File: src/rtl/serie_universal_register_if.sv
// Control and data bundle for the universal shift register.
// The master side drives the controls; the slave side (the register) returns contents and frame status.
interface serie_universal_register_if #(
    parameter int unsigned WIDTH     = 8,
    parameter int unsigned FRAME_LEN = 8
);
    localparam int unsigned CntW = $clog2(FRAME_LEN + 1);

    logic            Ena;
    logic [1:0]      Mode;
    logic            LeRi;
    logic            Data_In;
    logic [WIDTH-1:0] Par_In;
    logic            Data_Out;
    logic [WIDTH-1:0] Par_Out;
    logic [CntW-1:0] Count;
    logic            Done;

    modport master (
        output Ena, Mode, LeRi, Data_In, Par_In,
        input  Data_Out, Par_Out, Count, Done
    );

    modport slave (
        input  Ena, Mode, LeRi, Data_In, Par_In,
        output Data_Out, Par_Out, Count, Done
    );
endinterface

File: src/rtl/serie_universal_register.sv
// Universal register: hold, shift, rotate and parallel load, with a frame counter that
// pulses Done for one cycle after every FRAME_LEN-th shift or rotate.
module serie_universal_register #(
    parameter int unsigned WIDTH     = 8,
    parameter int unsigned FRAME_LEN = 8
) (
    input logic                        Clk,
    input logic                        Rst,
    serie_universal_register_if.slave  bus
);
    localparam int unsigned CntW = $clog2(FRAME_LEN + 1);
    localparam logic [CntW-1:0] CntLast = CntW'(FRAME_LEN - 1);

    typedef enum logic [1:0] {
        ModeHold   = 2'b00,
        ModeShift  = 2'b01,
        ModeRotate = 2'b10,
        ModeLoad   = 2'b11
    } mode_e;

    logic [WIDTH-1:0] reg_q, reg_d;
    logic [CntW-1:0]  cnt_q, cnt_d;
    logic             done_q, done_d;
    logic             step;
    logic             fill_bit;

    always_ff @(posedge Clk) begin
        if (Rst) begin
            reg_q  <= '0;
            cnt_q  <= '0;
            done_q <= 1'b0;
        end else begin
            reg_q  <= reg_d;
            cnt_q  <= cnt_d;
            done_q <= done_d;
        end
    end

    always_comb begin
        reg_d    = reg_q;
        step     = 1'b0;
        fill_bit = 1'b0;
        cnt_d    = cnt_q;
        done_d   = 1'b0;
        if (bus.Ena) begin
            unique case (mode_e'(bus.Mode))
                ModeHold: ;
                ModeShift, ModeRotate: begin
                    step = 1'b1;
                    // Shift feeds Data_In; rotate recirculates the bit falling off the other end.
                    if (mode_e'(bus.Mode) == ModeShift) begin
                        fill_bit = bus.Data_In;
                    end else begin
                        fill_bit = bus.LeRi ? reg_q[WIDTH-1] : reg_q[0];
                    end
                    if (bus.LeRi) begin
                        reg_d = {reg_q[WIDTH-2:0], fill_bit};
                    end else begin
                        reg_d = {fill_bit, reg_q[WIDTH-1:1]};
                    end
                end
                ModeLoad: begin
                    reg_d = bus.Par_In;
                    cnt_d = '0;
                end
                default: ;
            endcase
        end
        if (step) begin
            if (cnt_q == CntLast) begin
                cnt_d  = '0;
                done_d = 1'b1;
            end else begin
                cnt_d = cnt_q + 1'b1;
            end
        end
    end

    assign bus.Data_Out = bus.LeRi ? reg_q[WIDTH-1] : reg_q[0];
    assign bus.Par_Out  = reg_q;
    assign bus.Count    = cnt_q;
    assign bus.Done     = done_q;
endmodule

File: src/flat_wrapper.sv
// flat-port wrapper written by rule: the top's interface ports become plain ports
module serie_universal_register_flat 
#(
    parameter int unsigned WIDTH     = 8,
    parameter int unsigned FRAME_LEN = 8
)
  (Clk, Rst, bus_Ena, bus_Mode, bus_LeRi, bus_Data_In, bus_Par_In, bus_Data_Out, bus_Par_Out, bus_Count, bus_Done);
  serie_universal_register_if #(.WIDTH(WIDTH), .FRAME_LEN(FRAME_LEN)) bus_i ();
  input logic Clk;
  input logic Rst;
  input wire logic [$bits(bus_i.Ena)-1:0] bus_Ena;
  input wire logic [$bits(bus_i.Mode)-1:0] bus_Mode;
  input wire logic [$bits(bus_i.LeRi)-1:0] bus_LeRi;
  input wire logic [$bits(bus_i.Data_In)-1:0] bus_Data_In;
  input wire logic [$bits(bus_i.Par_In)-1:0] bus_Par_In;
  output wire logic [$bits(bus_i.Data_Out)-1:0] bus_Data_Out;
  output wire logic [$bits(bus_i.Par_Out)-1:0] bus_Par_Out;
  output wire logic [$bits(bus_i.Count)-1:0] bus_Count;
  output wire logic [$bits(bus_i.Done)-1:0] bus_Done;
  assign bus_i.Ena = bus_Ena;
  assign bus_i.Mode = bus_Mode;
  assign bus_i.LeRi = bus_LeRi;
  assign bus_i.Data_In = bus_Data_In;
  assign bus_i.Par_In = bus_Par_In;
  assign bus_Data_Out = bus_i.Data_Out;
  assign bus_Par_Out = bus_i.Par_Out;
  assign bus_Count = bus_i.Count;
  assign bus_Done = bus_i.Done;
  serie_universal_register #(.WIDTH(WIDTH), .FRAME_LEN(FRAME_LEN)) u_core (.Clk(Clk), .Rst(Rst), .bus(bus_i));
endmodule
File: config.mk
export PLATFORM = sky130hd
export DESIGN_NAME = serie_universal_register_flat
export DESIGN_NICKNAME = d
export VERILOG_FILES = /design/src/rtl/serie_universal_register_if.sv /design/src/rtl/serie_universal_register.sv /design/src/flat_wrapper.sv
export SDC_FILE = /design/constraint.sdc
export NUM_CORES = 1
export LEC_CHECK = 0
export BUFFER_PORTS_ARGS = -buffer_cell sky130_fd_sc_hd__buf_2
export CORE_MARGIN = 10
export CORE_UTILIZATION = 25
export DETAILED_ROUTE_END_ITERATION = 16
export PLACE_DENSITY = 0.55
export SLEW_MARGIN = 20
export SYNTH_ARGS = -nofsm -noshare
export SYNTH_HDL_FRONTEND = slang
export SYNTH_SLANG_ARGS = --single-unit
File: constraint.sdc
create_clock -name Clk -period 1.4 [get_ports Clk]
set_input_delay 0.07 -clock Clk [delete_from_list [all_inputs] [get_ports Clk]]
set_output_delay 0.07 -clock Clk [all_outputs]
set_load 0.05 [all_outputs]
* Word-level counts from Yosys, hierarchy flattened
Index checks and enable logic that the tools add are counted.
Widths: inputs -> output; s select.
** Storage, ports and cells
- Input bits :: 15
- Logic and storage cells :: 27
- Output and inout port bits :: 14
- Flip-flop bits (word level) :: 13
** Operators by class
- Equal/unequal tests :: 4
- Bitwise gates (word level) :: 1
- Mux-type cells :: 11
- Add/subtract/negate cells :: 1
- Reduce and logical (&&, ||, !) cells :: 7
** Operators by type and width (count)
- $mux 4 :: 4
- $pmux 8 s2 :: 1
- $mux 8 :: 1
- $reduce_bool 2->1 :: 3
- $mux 1 :: 5
- $add 4x1->4 const B :: 1
- $eq 2x2->1 const B :: 2
- $eq 4x3->1 const B :: 1
- $reduce_and 2->1 :: 2
- $reduce_or 2->1 :: 2
- $eq 2x1->1 const B :: 1
- $not 1->1 :: 1

* Longest topological paths before layout
- Word-level depth :: 6
- Depth in mapped cells :: 6
- Depth with buffers taken out :: 5

* Worst setup path after synthesis
OpenSTA, ideal clock, no wires.
- Path kind :: reg-to-reg
- Start :: register u_core.cnt_q[0], in the netlist u_core.bus.Count[0]
- End :: register u_core.cnt_q[0], in the netlist u_core.bus.Count[0]
- Required time :: 1.334 ns
- Path buffers :: 0
- Library setup time :: 0.066 ns
- Stages on the path, launching flop included :: 5
- Period minus slack after synthesis :: 1.439 ns
- Slack :: -0.039 ns
- Arrival :: 1.373 ns
- Cells stage by stage :: dfxtp_1 > ha_1 > nand3b_2 > or3b_1 > a21oi_2
** Between the ends
- Longest elaborated chain between the ends :: 3
- Elaborated cells between the ends (all ways) :: 4
- Classes of those cells :: 1 x add/sub; 1 x eq/ne; 2 x mux
** RTL lines
- start, declared :: RTL line serie_universal_register.sv:22 : logic [CntW-1:0] cnt_q, cnt_d;
- start signal, assigned :: RTL line serie_universal_register.sv:34 : cnt_q <= cnt_d;
- $add 4x1->4 / $eq 4x3->1 (equally long branches) :: RTL line serie_universal_register.sv:74, serie_universal_register.sv:70
- $mux 4 (*) :: RTL line serie_universal_register.sv:70 : if (cnt_q == CntLast) begin
- $mux 4 (*) :: RTL line serie_universal_register.sv:69 : if (step) begin
Mark *: on every way between the ends. The rest lies on a longest branch, timed or not.
A chain may end at the register's enable or synchronous reset.

* Final worst setup path
Ends and elaborated chain as after synthesis.

==> results <==
- The number of antenna violations at the first check in global routing was 0.
- The sequential-to-total area share from yosys stat is 0.316.
- Dividing total power by cell area gives a power density of roughly 860 mW/mm2.
- The die is between 70 and 80 um wide.
- The beginning of the worst hold path is bus_Ena.
- The count of flip-flops with a built-in enable after synthesis is 0.
- For this run, global-route usage on met3 was measured as 0.0357.
- For the final database, setup skew stands at 0.00449 ns.
- 0 antenna diodes ended up in the layout.
- In the global route stage, met2 resource usage came out at 0.128.
- The routability congestion estimate from global placement is 0.738.
- IR analysis of the VDD net gives a maximum drop of 0.000402 V.
- The overall via count from detail_route is ~750.
- The worst path needs 1.26 ns of the cycle, external delays included.
- Counting distinct cell types in the post-synthesis netlist gives 34.
- The worst min-delay path endpoint is u_core.bus.Done.
- In the layout the commonest cells are 28 x sky130_fd_sc_hd__buf_2, 10 x sky130_fd_sc_hd__dfxtp_1, 9 x sky130_fd_sc_hd__a21oi_1.
- The total chip power is 883 uW.
- The family with the most delay on the worst path is simple AND/OR/NAND/NOR gates.
- The arrival time of the worst setup path is between 1 and 1.5 ns.
- The flop-to-flop setup slack is 0.14 ns.
- The number of setup violations in the final report is 0.
- The detailed-route wire length is 2300 um.
- The endpoint kind of the worst setup timing path is a register.
- The highest-utilization routing layer at the global route stage is met2.
- The via count of the first global-routing pass is around 800.
- The average instance in the mapped netlist occupies approximately 9 um2.
- The maximum number of pins on one net before global-route repair is 15.
- The number of hold violations in the final report is 0.
- The HPWL after detailed placement is 1730 um.
- For this run, the leading register cell type out of synthesis is sky130_fd_sc_hd__dfxtp_1.
- Summing every instance area after synthesis gives 825 um2.
- The worst register-to-register path ends at u_core.bus.Count[0].
- The worst pin sits at a relative slew slack of 0.665.
- The global route total overflow is 0.
- The analysis attributes to cell leakage a power of 0.000464 uW.
- The flow ran to the end, and the final reports show no timing, DRC or antenna violations.
- The net count of the finished layout is 139.
- The post-detailed-route wirelength per cell is 14.1 um.
- The number of I/O pins is 29.
- For this run, global-route usage on met1 was measured as 0.0933.
- The critical path is of the register to register type.
- The worst-case reg-to-reg path depth is 4.
- The fraction of registers with async set/reset is 0.
- After detailed routing, the number of remaining DRC violations is 0.
- The most common cell after layout, fill and taps aside is sky130_fd_sc_hd__buf_2.
- The slowest cell on the critical path is sky130_fd_sc_hd__or3b_1.
- Based on the critical path, the design can be clocked at up to roughly 790 MHz.
- In the finished design, the share of the clock period the worst path needs comes to 0.900.
- The worst setup path is launched from a register.
- Setup repair after global routing left no endpoint under its margin.
- The initial core utilization is 0.266.
- The number of design-rule violations left by the first detailed-router iteration is 35.
- The first detailed-routing pass took 4 iterations.
- Along the worst path, the maximum fanout reaches 5.
- The count of nets left with antenna violations after detail routing is 0.
- Post-CTS repair changed the size of 0 cells.
- The y dimension of the die is 77.4 um.
- The final total negative setup slack is 0 ns.
- The net count after synthesis is between 100 and 150.
- Synthesis produced 89 cells.
- Counting both buffers and inverters, the worst setup path holds a total of 0.
- The clock latency reported for the late side of the worst-skew pair is 0.28 ns.
- The tightest min-delay check is of the input port to register type.
- The quantity of hold-fixing buffers added after cts is 0.
- The launching point of the worst reg2reg path is u_core.bus.Count[0].
- The first-pass GRT wire length is 3970 um.
- CTS built an H-tree with a depth of 1.
- During placement, the flow inserted port buffers numbering 28.
- The signal on the critical path passes through ha_1 > nand3b_2 > or3b_1 > a21oi_2.
- The site row count is 20.
- Max-cap violations in this run came to 0.
- In the final layout, the share of cells above drive strength 1 is 0.420.
- The clock tree from TritonCTS is built.
- The number of setup buffers added after CTS is 0.
- The buffer levels on the longest clock path is 2.
- The number of clock sinks is 13.
- The core region is 0.00310 mm2.
- In the routed layout, each cell is associated on average with a via count of 4.60.
- The total routing usage reported by global routing is 0.0788.
- The flip-flop and latch count after synthesis is 13.
- In this design, the stage delay of the slowest critical-path cell is 0.37 ns.
- The final max-slew violation count is 0.
- For the pin with the worst max-slew slack, the measured transition is 0.497 ns.
- The number of clock buffers added by TritonCTS is 3.
- The die covers 0.00600 mm2.
- After clock tree synthesis, the clock-pin slew on the worst setup and hold paths is roughly 0.080 ns.
- The area growth from synthesis to layout is 24.9%.
- The number of stages on the worst hold path is 3.
- The total number of yosys warnings is 0.
- The cell at the root of the clock tree is sky130_fd_sc_hd__clkbuf_4.
- The required time of the critical path is between 1.5 and 2 ns.
[worst min-delay path, stage by stage]
cell	delay, ns
sky130_fd_sc_hd__buf_2	0.14
sky130_fd_sc_hd__nand2_2	0.07
sky130_fd_sc_hd__nor3_1	0.04
[where the power goes]
group / total [uW] / internal (uW) / switching [uW]
Combinational: 241 / 88.9 / 152
Sequential: 406 / 387 / 19.1
Clock: 236 / 110 / 125
[through the flow]
step / utilization / std cells / setup WS [ns] / hold slack (ns) / instance area [um2]
floorplan: - / 89 / 0.0716 / 0.143 / 828
global placement: 0.323 / 159 / 0.140 / 0.382 / 1000
detailed placement: 0.323 / 159 / 0.102 / 0.383 / 1000
CTS: 0.332 / 163 / 0.123 / 0.0770 / 1030
global route: 0.332 / 163 / 0.0756 / 0.0920 / 1030
finish: 0.332 / 163 / 0.139 / 0.0891 / 1030
[logic make-up (layout without fill, tap and decap cells)]
group / count (synthesis) / after routing / share of synthesized area
simple gates: 30 / 30 / 0.208
xor+xnor: 1 / 1 / 0.0106
mux: 9 / 9 / 0.144
compound gates: 24 / 24 / 0.196
fa+ha+maj: 4 / 4 / 0.0607
flops: 13 / 13 / 0.316
buf+inv: 8 / 38 / 0.0652
[cells in the mapped netlist, types with 2 or more instances]
cell type,n,area share
sky130_fd_sc_hd__a21oi_1,9,0.055
sky130_fd_sc_hd__buf_2,2,0.012
sky130_fd_sc_hd__dfxtp_1,13,0.32
sky130_fd_sc_hd__ha_1,4,0.061
sky130_fd_sc_hd__inv_1,3,0.014
sky130_fd_sc_hd__mux2_2,3,0.041
sky130_fd_sc_hd__mux2_4,5,0.091
sky130_fd_sc_hd__nand2_1,8,0.036
sky130_fd_sc_hd__nand2b_1,6,0.046
sky130_fd_sc_hd__nand3_1,2,0.012
sky130_fd_sc_hd__nor2_1,3,0.014
sky130_fd_sc_hd__o211ai_1,7,0.064
sky130_fd_sc_hd__o21ai_0,2,0.012
sky130_fd_sc_hd__or2b_1,2,0.018
[worst max path at each step]
stage / start / endpoint / slack (ns) / depth (start not counted)
after floorplan: u_core.bus.Par_Out[7] / u_core.bus.Par_Out[0] / 0.07 / 3
after global placement: bus_Mode[0] / u_core.bus.Count[2] / 0.14 / 6
after detailed placement: bus_Mode[0] / u_core.bus.Count[0] / 0.10 / 6
after CTS: u_core.bus.Count[0] / u_core.bus.Count[0] / 0.12 / 4
after global routing: u_core.bus.Count[0] / u_core.bus.Count[0] / 0.08 / 4
final: u_core.bus.Count[0] / u_core.bus.Count[0] / 0.14 / 4
[cell type report]
cell class                 count  area, um2
clock buffer                   4       26.3
fill                         362       2070
inverter                       3       11.3
multi-input combinational     68        510
sequential                    13        264
tap                           44       55.1
timing repair buffer          31        163
[layer usage]
layer | part of all wire | wire, um
met5 | 0 | 0
met4 | 0.0057 | 13
met3 | 0.067 | 154
met2 | 0.45 | 1030
met1 | 0.48 | 1100
[sequential cells by signal, indices dropped and copies added (netlist names)]
name / cells
u_core.bus.Done: 1
u_core.bus.Count: 4
u_core.bus.Par_Out: 8
Power figures use the tool's default switching activity.
